**config.mk**
```make
export PLATFORM = sky130hd
export DESIGN_NAME = phy_hard_reset_tx
export DESIGN_NICKNAME = d
export VERILOG_FILES = /design/src/rtl/phy_hard_reset_tx.sv
export SDC_FILE = /design/constraint.sdc
export NUM_CORES = 1
export LEC_CHECK = 0
export CAP_MARGIN = 20
export CORE_ASPECT_RATIO = 1.4
export CORE_UTILIZATION = 59
export DETAILED_ROUTE_END_ITERATION = 12
export PLACE_DENSITY = 0.8
export REMOVE_ABC_BUFFERS = 1
export SLEW_MARGIN = 20
export SYNTH_ARGS = -nofsm -noshare
export SYNTH_HDL_FRONTEND = slang
export SYNTH_SLANG_ARGS = --single-unit
```
**constraint.sdc**
```tcl
create_clock -name CLK -period 3.1 [get_ports CLK]
set_input_delay 0.62 -clock CLK [delete_from_list [all_inputs] [get_ports CLK]]
set_output_delay 0.62 -clock CLK [all_outputs]
set_load 0.02 [all_outputs]
```
**src/rtl/phy_hard_reset_tx.sv**
```systemverilog
// ---------------------------------------------------------------------------
// phy_hard_reset_tx
//   PHY-side transmitter for USB-PD Hard Reset / Cable Reset signalling.
//   Accepts a TRANSMIT request, waits for the CC line to go idle, then
//   serialises the 64-bit preamble followed by the 20-bit reset ordered set
//   towards the BMC encoder. Success is reported by a one-cycle PHY_Reset
//   pulse; expiry of tHardResetComplete is reported by a one-cycle tx_fail.
//
// Ports
//   CLK        in   clock, rising edge
//   reset      in   asynchronous active-high reset
//   TRANSMIT   in   request code (0101 Hard Reset, 0110 Cable Reset)
//   tx_req     in   request strobe, TRANSMIT sampled while high
//   cc_busy    in   1 = CC line not idle
//   bit_ready  in   BMC encoder accepts bit_out this cycle
//   bit_out    out  serial data bit
//   bit_valid  out  bit_out valid
//   busy       out  request in progress
//   PHY_Reset  out  one-cycle pulse on successful transmission
//   tx_fail    out  one-cycle pulse on timeout
// ---------------------------------------------------------------------------
module phy_hard_reset_tx #(
    parameter int unsigned HR_COMPLETE_CYCLES = 60000
) (
    input  logic       CLK,
    input  logic       reset,
    input  logic [3:0] TRANSMIT,
    input  logic       tx_req,
    input  logic       cc_busy,
    input  logic       bit_ready,
    output logic       bit_out,
    output logic       bit_valid,
    output logic       busy,
    output logic       PHY_Reset,
    output logic       tx_fail
);

    localparam logic [2:0] S_IDLE      = 3'd0;
    localparam logic [2:0] S_WAIT_IDLE = 3'd1;
    localparam logic [2:0] S_PREAMBLE  = 3'd2;
    localparam logic [2:0] S_ORDSET    = 3'd3;
    localparam logic [2:0] S_DONE      = 3'd4;
    localparam logic [2:0] S_FAIL      = 3'd5;

    localparam logic [3:0] CODE_HARD  = 4'b0101;
    localparam logic [3:0] CODE_CABLE = 4'b0110;

    localparam logic [4:0] SYM_RST1  = 5'b00111;
    localparam logic [4:0] SYM_RST2  = 5'b11001;
    localparam logic [4:0] SYM_SYNC1 = 5'b11000;
    localparam logic [4:0] SYM_SYNC3 = 5'b00110;

    // Ordered sets packed so that index j is the j-th bit on the wire:
    // first symbol in the low bits, each symbol LSB first.
    localparam logic [19:0] ORD_HARD  = {SYM_RST2, SYM_RST1, SYM_RST1, SYM_RST1};
    localparam logic [19:0] ORD_CABLE = {SYM_SYNC3, SYM_RST1, SYM_SYNC1, SYM_RST1};

    localparam logic [16:0] TIMER_LIMIT = 17'(HR_COMPLETE_CYCLES);

    logic [2:0]  r_state;
    logic        r_cable;
    logic [5:0]  r_cnt;
    logic [15:0] r_timer;
    logic        r_bit_out;
    logic        r_bit_valid;
    logic        r_busy;
    logic        r_phy_reset;
    logic        r_tx_fail;

    logic [2:0]  w_state_nxt;
    logic        w_cable_nxt;
    logic [5:0]  w_cnt_nxt;
    logic [5:0]  w_cnt_inc;
    logic [15:0] w_timer_nxt;
    logic [16:0] w_timer_inc;
    logic        w_bit_nxt;
    logic        w_valid_nxt;
    logic        w_xfer;
    logic        w_expire;
    logic [19:0] w_ordset;

    always_comb begin
        w_ordset    = r_cable ? ORD_CABLE : ORD_HARD;
        w_xfer      = r_bit_valid & bit_ready;
        w_cnt_inc   = r_cnt + 6'd1;
        // Expiry is flagged in the cycle whose count would reach the limit,
        // so the FAIL transition lands on the following edge.
        w_timer_inc = {1'b0, r_timer} + 17'd1;
        w_expire    = (w_timer_inc == TIMER_LIMIT);

        w_state_nxt = r_state;
        w_cable_nxt = r_cable;
        w_cnt_nxt   = r_cnt;
        w_timer_nxt = r_timer;
        w_bit_nxt   = r_bit_out;

        case (r_state)
            S_IDLE: begin
                if (tx_req && (TRANSMIT == CODE_HARD || TRANSMIT == CODE_CABLE)) begin
                    w_cable_nxt = (TRANSMIT == CODE_CABLE);
                    w_timer_nxt = '0;
                    w_cnt_nxt   = '0;
                    w_state_nxt = S_WAIT_IDLE;
                end
            end
            S_WAIT_IDLE: begin
                w_timer_nxt = w_timer_inc[15:0];
                if (w_expire) begin
                    w_state_nxt = S_FAIL;
                end else if (!cc_busy) begin
                    w_cnt_nxt   = '0;
                    w_bit_nxt   = 1'b0;
                    w_state_nxt = S_PREAMBLE;
                end
            end
            S_PREAMBLE: begin
                w_timer_nxt = w_timer_inc[15:0];
                if (w_expire) begin
                    w_state_nxt = S_FAIL;
                end else if (w_xfer) begin
                    if (r_cnt == 6'd63) begin
                        w_cnt_nxt   = '0;
                        w_bit_nxt   = w_ordset[0];
                        w_state_nxt = S_ORDSET;
                    end else begin
                        w_cnt_nxt = w_cnt_inc;
                        // Preamble bit i equals i[0]; the next one is the inverse of cnt[0].
                        w_bit_nxt = ~r_cnt[0];
                    end
                end
            end
            S_ORDSET: begin
                w_timer_nxt = w_timer_inc[15:0];
                // Final bit transferring in the expiry cycle still counts as success.
                if (w_xfer && r_cnt == 6'd19) begin
                    w_state_nxt = S_DONE;
                end else if (w_expire) begin
                    w_state_nxt = S_FAIL;
                end else if (w_xfer) begin
                    w_cnt_nxt = w_cnt_inc;
                    w_bit_nxt = w_ordset[w_cnt_inc[4:0]];
                end
            end
            S_DONE:  w_state_nxt = S_IDLE;
            S_FAIL:  w_state_nxt = S_IDLE;
            default: w_state_nxt = S_IDLE;
        endcase

        w_valid_nxt = (w_state_nxt == S_PREAMBLE) || (w_state_nxt == S_ORDSET);
        if (!w_valid_nxt) begin
            w_bit_nxt = 1'b0;
        end
    end

    always_ff @(posedge CLK or posedge reset) begin
        if (reset) begin
            r_state     <= S_IDLE;
            r_cable     <= 1'b0;
            r_cnt       <= '0;
            r_timer     <= '0;
            r_bit_out   <= 1'b0;
            r_bit_valid <= 1'b0;
            r_busy      <= 1'b0;
            r_phy_reset <= 1'b0;
            r_tx_fail   <= 1'b0;
        end else begin
            r_state     <= w_state_nxt;
            r_cable     <= w_cable_nxt;
            r_cnt       <= w_cnt_nxt;
            r_timer     <= w_timer_nxt;
            r_bit_out   <= w_bit_nxt;
            r_bit_valid <= w_valid_nxt;
            r_busy      <= (w_state_nxt != S_IDLE);
            r_phy_reset <= (w_state_nxt == S_DONE);
            r_tx_fail   <= (w_state_nxt == S_FAIL);
        end
    end

    assign bit_out   = r_bit_out;
    assign bit_valid = r_bit_valid;
    assign busy      = r_busy;
    assign PHY_Reset = r_phy_reset;
    assign tx_fail   = r_tx_fail;

endmodule

```
# Word-level counts from Yosys, hierarchy flattened
# Cells that the tools add are included.
[op_classes]
add_sub_neg = 2
order_cmp = 1
n_eq_ne = 28
mux = 34
bitwise = 2
reduce_logical = 13
[ops]
columns = ["op", "n"]
rows = [
  ["6-bit two-way mux", 9],
  ["16-bit case mux with 2 select lines", 1],
  ["3-bit two-way mux", 8],
  ["6-bit case mux with 4 select lines", 1],
  ["3-bit inequality test, second input constant", 7],
  ["20-bit two-way mux", 1],
  ["16-bit by 1-bit adder with 17-bit output, second input constant", 1],
  ["17-bit by 16-bit equality test with 1-bit output, second input constant", 1],
  ["16-bit two-way mux", 1],
  ["2-bit inequality test, second input constant", 8],
  ["3-bit by 2-bit equality test with 1-bit output, second input constant", 4],
  ["3-bit case mux with 4 select lines", 1],
  ["1-bit two-way mux", 10],
  ["9-bit AND reduction", 1],
  ["4-bit by 3-bit equality test with 1-bit output, second input constant", 2],
  ["8-bit AND reduction", 1],
  ["6-bit by 1-bit adder with 6-bit output, second input constant", 1],
  ["3-bit equality test, second input constant", 2],
  ["6-bit by 5-bit equality test with 1-bit output, second input constant", 1],
  ["6-bit equality test, second input constant", 1],
  ["5-bit by 6-bit less-than comparator with 1-bit output, second input constant", 1],
  ["1-bit binary-select mux with 5-bit select", 1],
  ["4-bit by 1-bit inequality test with 1-bit output, second input constant", 1],
  ["2-bit AND reduction", 2],
  ["11 further kinds", 13],
]
[totals]
ff_bits = 31
in_bits = 9
output_inout_bits = 5
wordCells = 89

# Longest topological paths before layout
# Gate-level depths: netlist of the first run.
[depth]
ltp_word = 9
depth_mapped = 9
mapped_depth_nobuf = 9

# Worst setup path before layout of the first run
# Ideal clock, no wire load.
[synth_path]
path_type = "register to register"
from = "reg r_timer[0]"
to = "reg r_cnt[4]"
setup_time_ps = 126
arrival_ps = 2362
required_time_ps = 2974
slack_ps = 612
stages_incl_launch_ff = 9
path_buffers = 0
synth_period_minus_slack_ps = 2488
path_cell_list = "dfrtp_1 ha_1 nand3_1 nor3_1 mux2_2 or3_4 o31ai_4 a2111oi_1 a221o_1"
[synth_via]
elab_chain_len = 4
elab_cells_between_ends = 6
cone_classes = "add/sub: 1; eq/ne: 4; reduce/logical: 1"
[synth_rtl]
columns = ["item", "line", "text"]
rows = [
  ["start: declaration", "63", "logic [15:0] r_timer;"],
  ["start signal: assignment", "170", "r_timer <= w_timer_nxt;"],
  ["16-bit by 1-bit adder with 17-bit output *", "88", "w_timer_inc = {1'b0, r_timer} + 17'd1;"],
  ["17-bit by 16-bit equality test with 1-bit output *", "89", "w_expire = (w_timer_inc == TIMER_LIMIT);"],
  ["2-bit inequality test (no source line)", "n/a", ""],
  ["9-bit AND reduction (no source line) *", "n/a", ""],
  ["end signal: assignment", "169", "r_cnt <= w_cnt_nxt;"],
  ["end: declaration", "62", "logic [5:0] r_cnt;"],
]
# Every way passes the cells marked *; elsewhere a longest branch is shown, timed or not.
# A chain may end at the register's enable or synchronous reset.

# Final worst setup path of the first run
# Same ends and word-level chain as after synthesis.

==> flow_summary.json, run 1 <==
{
  "status": "completed",
  "worstSetupEndpointType": "flip-flop",
  "synth_area_per_cell_um2": 8.499,
  "grt_max_degree": 32,
  "post-cts-setup-buffers": 0,
  "rsz0062_at_grt": "false",
  "vdd_drop_max_mv": 0.6719,
  "tightest_slew_ns": 0.8231,
  "fin_skew_ns": 0.004514,
  "seq_area_um2": 775.7,
  "async_flop_share": 1.000,
  "vias": 1877,
  "yosys_warnings": 0,
  "p_leak_nw": 0.9067,
  "die_w_um": 51.80,
  "holdWs_ns": 0.5022,
  "first_iter_violations": 70,
  "die_area_mm2": 0.003714,
  "min_period_over_period": 0.8922,
  "drive_above_1_share": 0.08835,
  "min_from": "r_cable",
  "final_common_cell": "dfrtp_1",
  "fin_area_mm2": 0.002267,
  "synth_top_area_cell": "dfrtp_1",
  "grt_overflow": 0,
  "cp.arrival_ns": 2.94,
  "antenna_found_initial": 0,
  "place_area_mm2": 0.002183,
  "io_pins": 14,
  "core_mm2": 0.003213,
  "yosysUniqueCellTypes": 56,
  "hold_path.class": "flip-flop to flip-flop",
  "startpoint": "r_timer[0]",
  "synth_top_area_share": 0.3787,
  "yosysSeqAreaShare": 0.3787,
  "num_antenna_cells": 0,
  "criticalPathCategory": "flip-flop to flip-flop",
  "grt_pass1_wl_um": 7962,
  "multi_input_area_mm2": 0.001172,
  "hold_buffers": 0,
  "wirelength_um": 4751,
  "clock_path_buffers": 2,
  "start_util": 0.6375,
  "clk_latency_ns": 0.29,
  "wl_per_cell_um": 16.50,
  "r2r-start": "r_timer[0]",
  "final_antenna_net_count": 0,
  "tns_ns": 0,
  "clock_sinks": 31,
  "area.growth.synth_to_final_pct": 10.69,
  "fmax_mhz": 361.6,
  "synthTopCellsByArea": "dfrtp_1 (38%), o21ai_0 (5.9%), nand4_1 (4.3%)",
  "cp_max_fo": 6,
  "die_height_um": 71.72,
  "port_buffers": 13,
  "avgViaCountPerCell": 6.517,
  "cp-start-kind": "flip-flop",
  "setup_ws_ns": 0.3342,
  "setup_viol": 0,
  "grt_pass1_vias": 1753,
  "syn-cell-area_mm2": 0.002048,
  "clkSlewWorstSetupHoldPaths_ns": 0.07,
  "nFillCells": 266,
  "cts_buffers": 5,
  "p_per_area_mw_per_mm2": 834.5,
  "finalHoldViolCount": 0,
  "place_hpwl_um": 3371,
  "firstDrtPassIters": 5,
  "syn_inst": 241,
  "pre_cts_slack_ns": 0.2609,
  "cts_tree": "yes",
  "relSlewSlack": 0.4493,
  "htree_levels": 2,
  "fin_crit_ns": 2.766,
  "synthFlopType": "dfrtp_1",
  "std_cell_rows": 24,
  "required_ns": 3.27,
  "clockRootBuffer": "clkbuf_8",
  "gp_routability_congestion": 0.9058,
  "finalNetCount": 261,
  "slew_viol_final": 0,
  "track_usage": 0.2901,
  "maxCapViolations": 0,
  "drc": 0,
  "ys_ff_latch": 31,
  "post_cts_resized": 0,
  "synth_edf_count": 0,
  "layout_common_cells": "dfrtp_1 (31), o21ai_0 (24), nand2_1 (22), nor2_1 (20), nand4_1 (14)"
}
==> stage by stage <==
| step | instances | total power, mW | utilization |
|---|---|---|---|
| floorplan | 225 | 1.325 | - |
| global placement | 280 | 1.567 | 0.6795 |
| detailed placement | 280 | 1.579 | 0.6795 |
| CTS | 288 | 1.895 | 0.7056 |
| global route | 288 | 2.043 | 0.7056 |
| finish | 288 | 1.892 | 0.7056 |
==> cells by family (layout without fill, tap and decap cells) <==
family / Yosys count / in the layout / share of synthesized area
adders and majority gates: 4 / 4 / 0.02444
muxes: 1 / 1 / 0.005497
AOI/OAI and AO/OA: 71 / 71 / 0.2321
DFF: 31 / 31 / 0.3787
xor gates and xnor gates: 7 / 7 / 0.02993
and+or+nand+nor: 102 / 102 / 0.2804
buffers and inverters: 25 / 33 / 0.04887
==> worst paths after layout <==
check	cells past startpoint	slack (ns)	end
max	8	0.33	r_cnt[4]
min	2	0.50	r_cable
max reg2reg	8	0.33	r_cnt[4]
min reg2reg	2	0.50	r_cable
max in group asynchronous	3	2.10	r_cnt[4]
min in group asynchronous	3	0.72	r_cnt[1]
==> sequential cells by signal (all words and copies together), names as in the netlist <==
name and cells:
r_timer 16, r_cnt 6, r_state 3, PHY_Reset 1
bit_out 1, bit_valid 1, busy 1, r_cable 1
tx_fail 1
==> cell type report <==
class	instances	share of cell area
Multi-Input combinational cell	185	0.5171
Inverter	9	0.01490
Sequential cell	31	0.3422
Clock inverter	3	0.006623
Timing Repair Buffer	16	0.06733
Clock buffer	5	0.03035
Tap cell	39	0.02152
==> worst max-delay path, stage by stage, from the launching register on <==
cell and delay (ns):
dfrtp_1 0.42, ha_1 0.30, nand3_1 0.13, nor3_1 0.31
mux2_2 0.39, or3_4 0.41, o31ai_4 0.28, a2111oi_1 0.13
a221o_1 0.28
==> where the power goes <==
part           internal [mW]  total [mW]  switching, mW
clock network          0.153       0.313          0.159
registers              0.525       0.738          0.213
logic                  0.362       0.841          0.479
==> synth_stat cells (2+ instances only) <==
| cell type | instances |
|---|---|
| a211oi_1 | 2 |
| a21oi_1 | 13 |
| a31oi_1 | 4 |
| and2_1 | 5 |
| buf_2 | 4 |
| clkbuf_1 | 10 |
| dfrtp_1 | 31 |
| ha_1 | 4 |
| inv_1 | 9 |
| nand2_1 | 22 |
| nand2b_1 | 3 |
| nand3_1 | 12 |
| nand3b_1 | 2 |
| nand4_1 | 14 |
| nand4b_1 | 2 |
| nor2_1 | 20 |
| nor3_1 | 4 |
| o2111ai_1 | 3 |
| o21ai_0 | 24 |
| o22ai_1 | 2 |
| o2bb2ai_1 | 3 |
| o31a_2 | 2 |
| o31ai_1 | 4 |
| or3_1 | 5 |
| xnor2_1 | 4 |
| xor2_1 | 3 |
==> metal layers <==
| metal | routed length (um) | vias up | global-route usage |
|---|---|---|---|
| met4 | 137 | 0 | 0.1441 |
| li1 | - | 912 | - |
| met1 | 1954 | 891 | 0.3444 |
| met3 | 230 | 12 | 0.05945 |
| met5 | 0 | - | 0 |
| met2 | 2428 | 62 | 0.4877 |
Power figures use the tool's default switching activity.
==> run 2, diff against run 1 <==
- ABC_AREA: unset -> 1
- CELL_PAD_IN_SITES_DETAIL_PLACEMENT: unset -> 1
- CELL_PAD_IN_SITES_GLOBAL_PLACEMENT: unset -> 1
- CORE_UTILIZATION: 59 -> 43
- PLACE_DENSITY: 0.8 -> unset
- PLACE_DENSITY_LB_ADDON: unset -> 0.1
==> flow_summary.json, run 2 <==
{
  "status": "completed",
  "finalHoldViolCount": 0,
  "cp_cell_sequence": "inv_1 > nor2_1 > nor2_1 > inv_1 > nand3_4 > nand2_4 > nand2_1 > nand2_1",
  "grt_pass1_vias": 2103,
  "synth.most_common_cell": "nand2_1",
  "worstSetupEndpointType": "flip-flop",
  "clock_sinks": 31,
  "fin_skew_ns": 0.007544,
  "yosysUniqueCellTypes": 33,
  "rr_worst_depth": 8,
  "p_leak_nw": 1.085,
  "track_usage": 0.2501,
  "hold_path.class": "flip-flop to flip-flop",
  "criticalPathCategory": "flip-flop to flip-flop",
  "synth_top_area_share": 0.3822,
  "required_ns": 3.28,
  "cpPeakStageDelay_ns": 0.79,
  "num_antenna_cells": 0,
  "tightest_slew_ns": 1.019,
  "slew_viol_final": 0,
  "grt_overflow": 0,
  "htree_levels": 2,
  "largest_register_ffs": 16,
  "place_area_mm2": 0.002251,
  "area.growth.synth_to_final_pct": 15.84,
  "setup_ws_ns": 0.7039,
  "grt_pass1_wl_um": 9232,
  "cp_max_fo": 15,
  "yosys_warnings": 0,
  "hold_buffers": 0,
  "std_cell_rows": 29,
  "rsz0062_at_grt": "false",
  "critical_path_buf_inv_count": 2,
  "drive_above_1_share": 0.1234,
  "wl_met1_um": 2144,
  "relSlewSlack": 0.3179,
  "gp_routability_congestion": 0.8166,
  "vias": 1919,
  "synth_area_per_cell_um2": 7.096,
  "clkSlewWorstSetupHoldPaths_ns": 0.07,
  "die_w_um": 60.06,
  "drc": 0,
  "wirelength_um": 5526,
  "topRoutingLayerUsed": "met4",
  "synth_top_area_cell": "dfrtp_1",
  "wl_per_cell_um": 14.94,
  "clk_latency_ns": 0.28,
  "fin_crit_ns": 2.396,
  "tns_ns": 0,
  "place_hpwl_um": 4517,
  "min_path_cells": 2,
  "die_area_mm2": 0.005002,
  "pre_cts_slack_ns": 0.6371,
  "synth.top_cells.by_count": "nand2_1 (80), inv_1 (39), dfrtp_1 (31)",
  "post_cts_resized": 0,
  "final_antenna_net_count": 0,
  "vdd_drop_max_mv": 0.3673,
  "cp-start-kind": "flip-flop",
  "maxCapViolations": 0,
  "met2_length_um": 3133,
  "cts_tree": "yes",
  "r2r_setup_slack_ns": 0.70,
  "fmax_mhz": 417.3,
  "cp.arrival_ns": 2.58,
  "port_buffers": 13,
  "setup_viol": 0,
  "cp_top_family": "simple AND/OR/NAND/NOR gates",
  "start_util": 0.4474,
  "finalNetCount": 320,
  "avgViaCountPerCell": 5.186,
  "antenna_found_initial": 0,
  "first_iter_violations": 57,
  "io_pins": 14,
  "synthTopCellsByArea": "dfrtp_1 (38%), nand2_1 (15%), inv_1 (7.2%)",
  "ys_ff_latch": 31,
  "syn_inst": 286,
  "top_register": "r_timer",
  "die_height_um": 83.29,
  "r2r_end": "r_cnt[0]",
  "crit_slowest_cell": "nor2_1",
  "min_period_over_period": 0.7730,
  "firstDrtPassIters": 4,
  "route.met3.wl_um": 79,
  "post-cts-setup-buffers": 0,
  "clockRootBuffer": "clkbuf_8",
  "reg.largest.list": "r_timer: 16 flops, r_cnt: 6 flops, r_state: 3 flops",
  "clock_path_buffers": 2,
  "synth_edf_count": 0,
  "final_core_util": 0.5183,
  "syn-cell-area_mm2": 0.002029,
  "cts_buffers": 5,
  "nFillCells": 608,
  "seq_area_um2": 775.7,
  "hold_end": "r_cnt[5]",
  "multi_input_area_mm2": 0.001082,
  "core_mm2": 0.004536,
  "synthFlopType": "dfrtp_1",
  "min_from": "r_cnt[5]",
  "r2r-start": "r_state[0]",
  "async_flop_share": 1.000,
  "final_common_cell": "nand2_1",
  "layout_common_cells": "nand2_1 (80), inv_1 (39), dfrtp_1 (31), nor2_1 (30), nand3_1 (28)",
  "fin_area_mm2": 0.002351,
  "grt_max_degree": 21,
  "yosysSeqAreaShare": 0.3822,
  "p_per_area_mw_per_mm2": 751.0
}
-- run 2: changes by cell type in the layout (fill, tap and decap cells not counted), moves of 5 or more --
cell,delta
nand3_1,+16
and2_1,-5
a21oi_1,-9
inv_1,+30
nand2_2,+9
nand4_1,-5
nand2_1,+58
o21ai_0,-16
nor2_1,+10
or3_1,-5
o22ai_1,+7
-- run 2: logic make-up after synthesis --
family | share of synthesized area
flops | 0.3822
xor+xnor | 0.01727
buf+inv | 0.08446
simple gates | 0.4155
compound gates | 0.07583
fa+ha+maj | 0.02466
-- run 2: worst max-delay path by stage --
| stage | start | endpoint | slack, ns | depth (start not counted) |
|---|---|---|---|---|
| floorplan | r_state[0] | r_cnt[0] | 1.29 | 8 |
| global placement | TRANSMIT[0] | r_cnt[0] | 0.68 | 9 |
| detailed placement | TRANSMIT[0] | r_timer[0] | 0.64 | 7 |
| CTS | r_state[0] | r_cnt[4] | 0.71 | 8 |
| global route | r_state[0] | r_cnt[4] | 0.51 | 8 |
| finish | r_state[0] | r_cnt[0] | 0.70 | 8 |
-- run 2: metrics by stage --
step	std cells	hold slack, ns	power [mW]
2_1_floorplan	284	0.4639	1.178
3_3_place_gp	362	0.4897	1.395
3_5_place_dp	362	0.4973	1.423
4_1_cts	370	0.5141	1.781
5_1_grt	370	0.5320	1.908
6_report	370	0.5070	1.766
-- run 2: final cells by class --
| cell class | instances | area share |
|---|---|---|
| timing repair buffer | 16 | 0.06493 |
| multi-input combinational | 210 | 0.4604 |
| inverter | 43 | 0.06919 |
| tap | 62 | 0.03300 |
| sequential | 31 | 0.3300 |
| clock buffer | 8 | 0.04258 |
-- run 2: per-layer routing --
layer  up-vias  GRT usage
met5         -          0
met3        12    0.04517
met1       926     0.2525
met4         0     0.1163
li1        963          -
met2        18     0.4657
-- run 2: tightest hold or removal path: stages (launching register included) --
cell     delay (ns)
dfrtp_1        0.37
nand2_1        0.06
nand2_1        0.05
-- run 2: power by group --
group / switching (mW) / internal (mW) / total, mW
Combinational: 0.504 / 0.247 / 0.751
Clock: 0.152 / 0.203 / 0.355
Sequential: 0.135 / 0.525 / 0.660
Total: 0.791 / 0.975 / 1.77
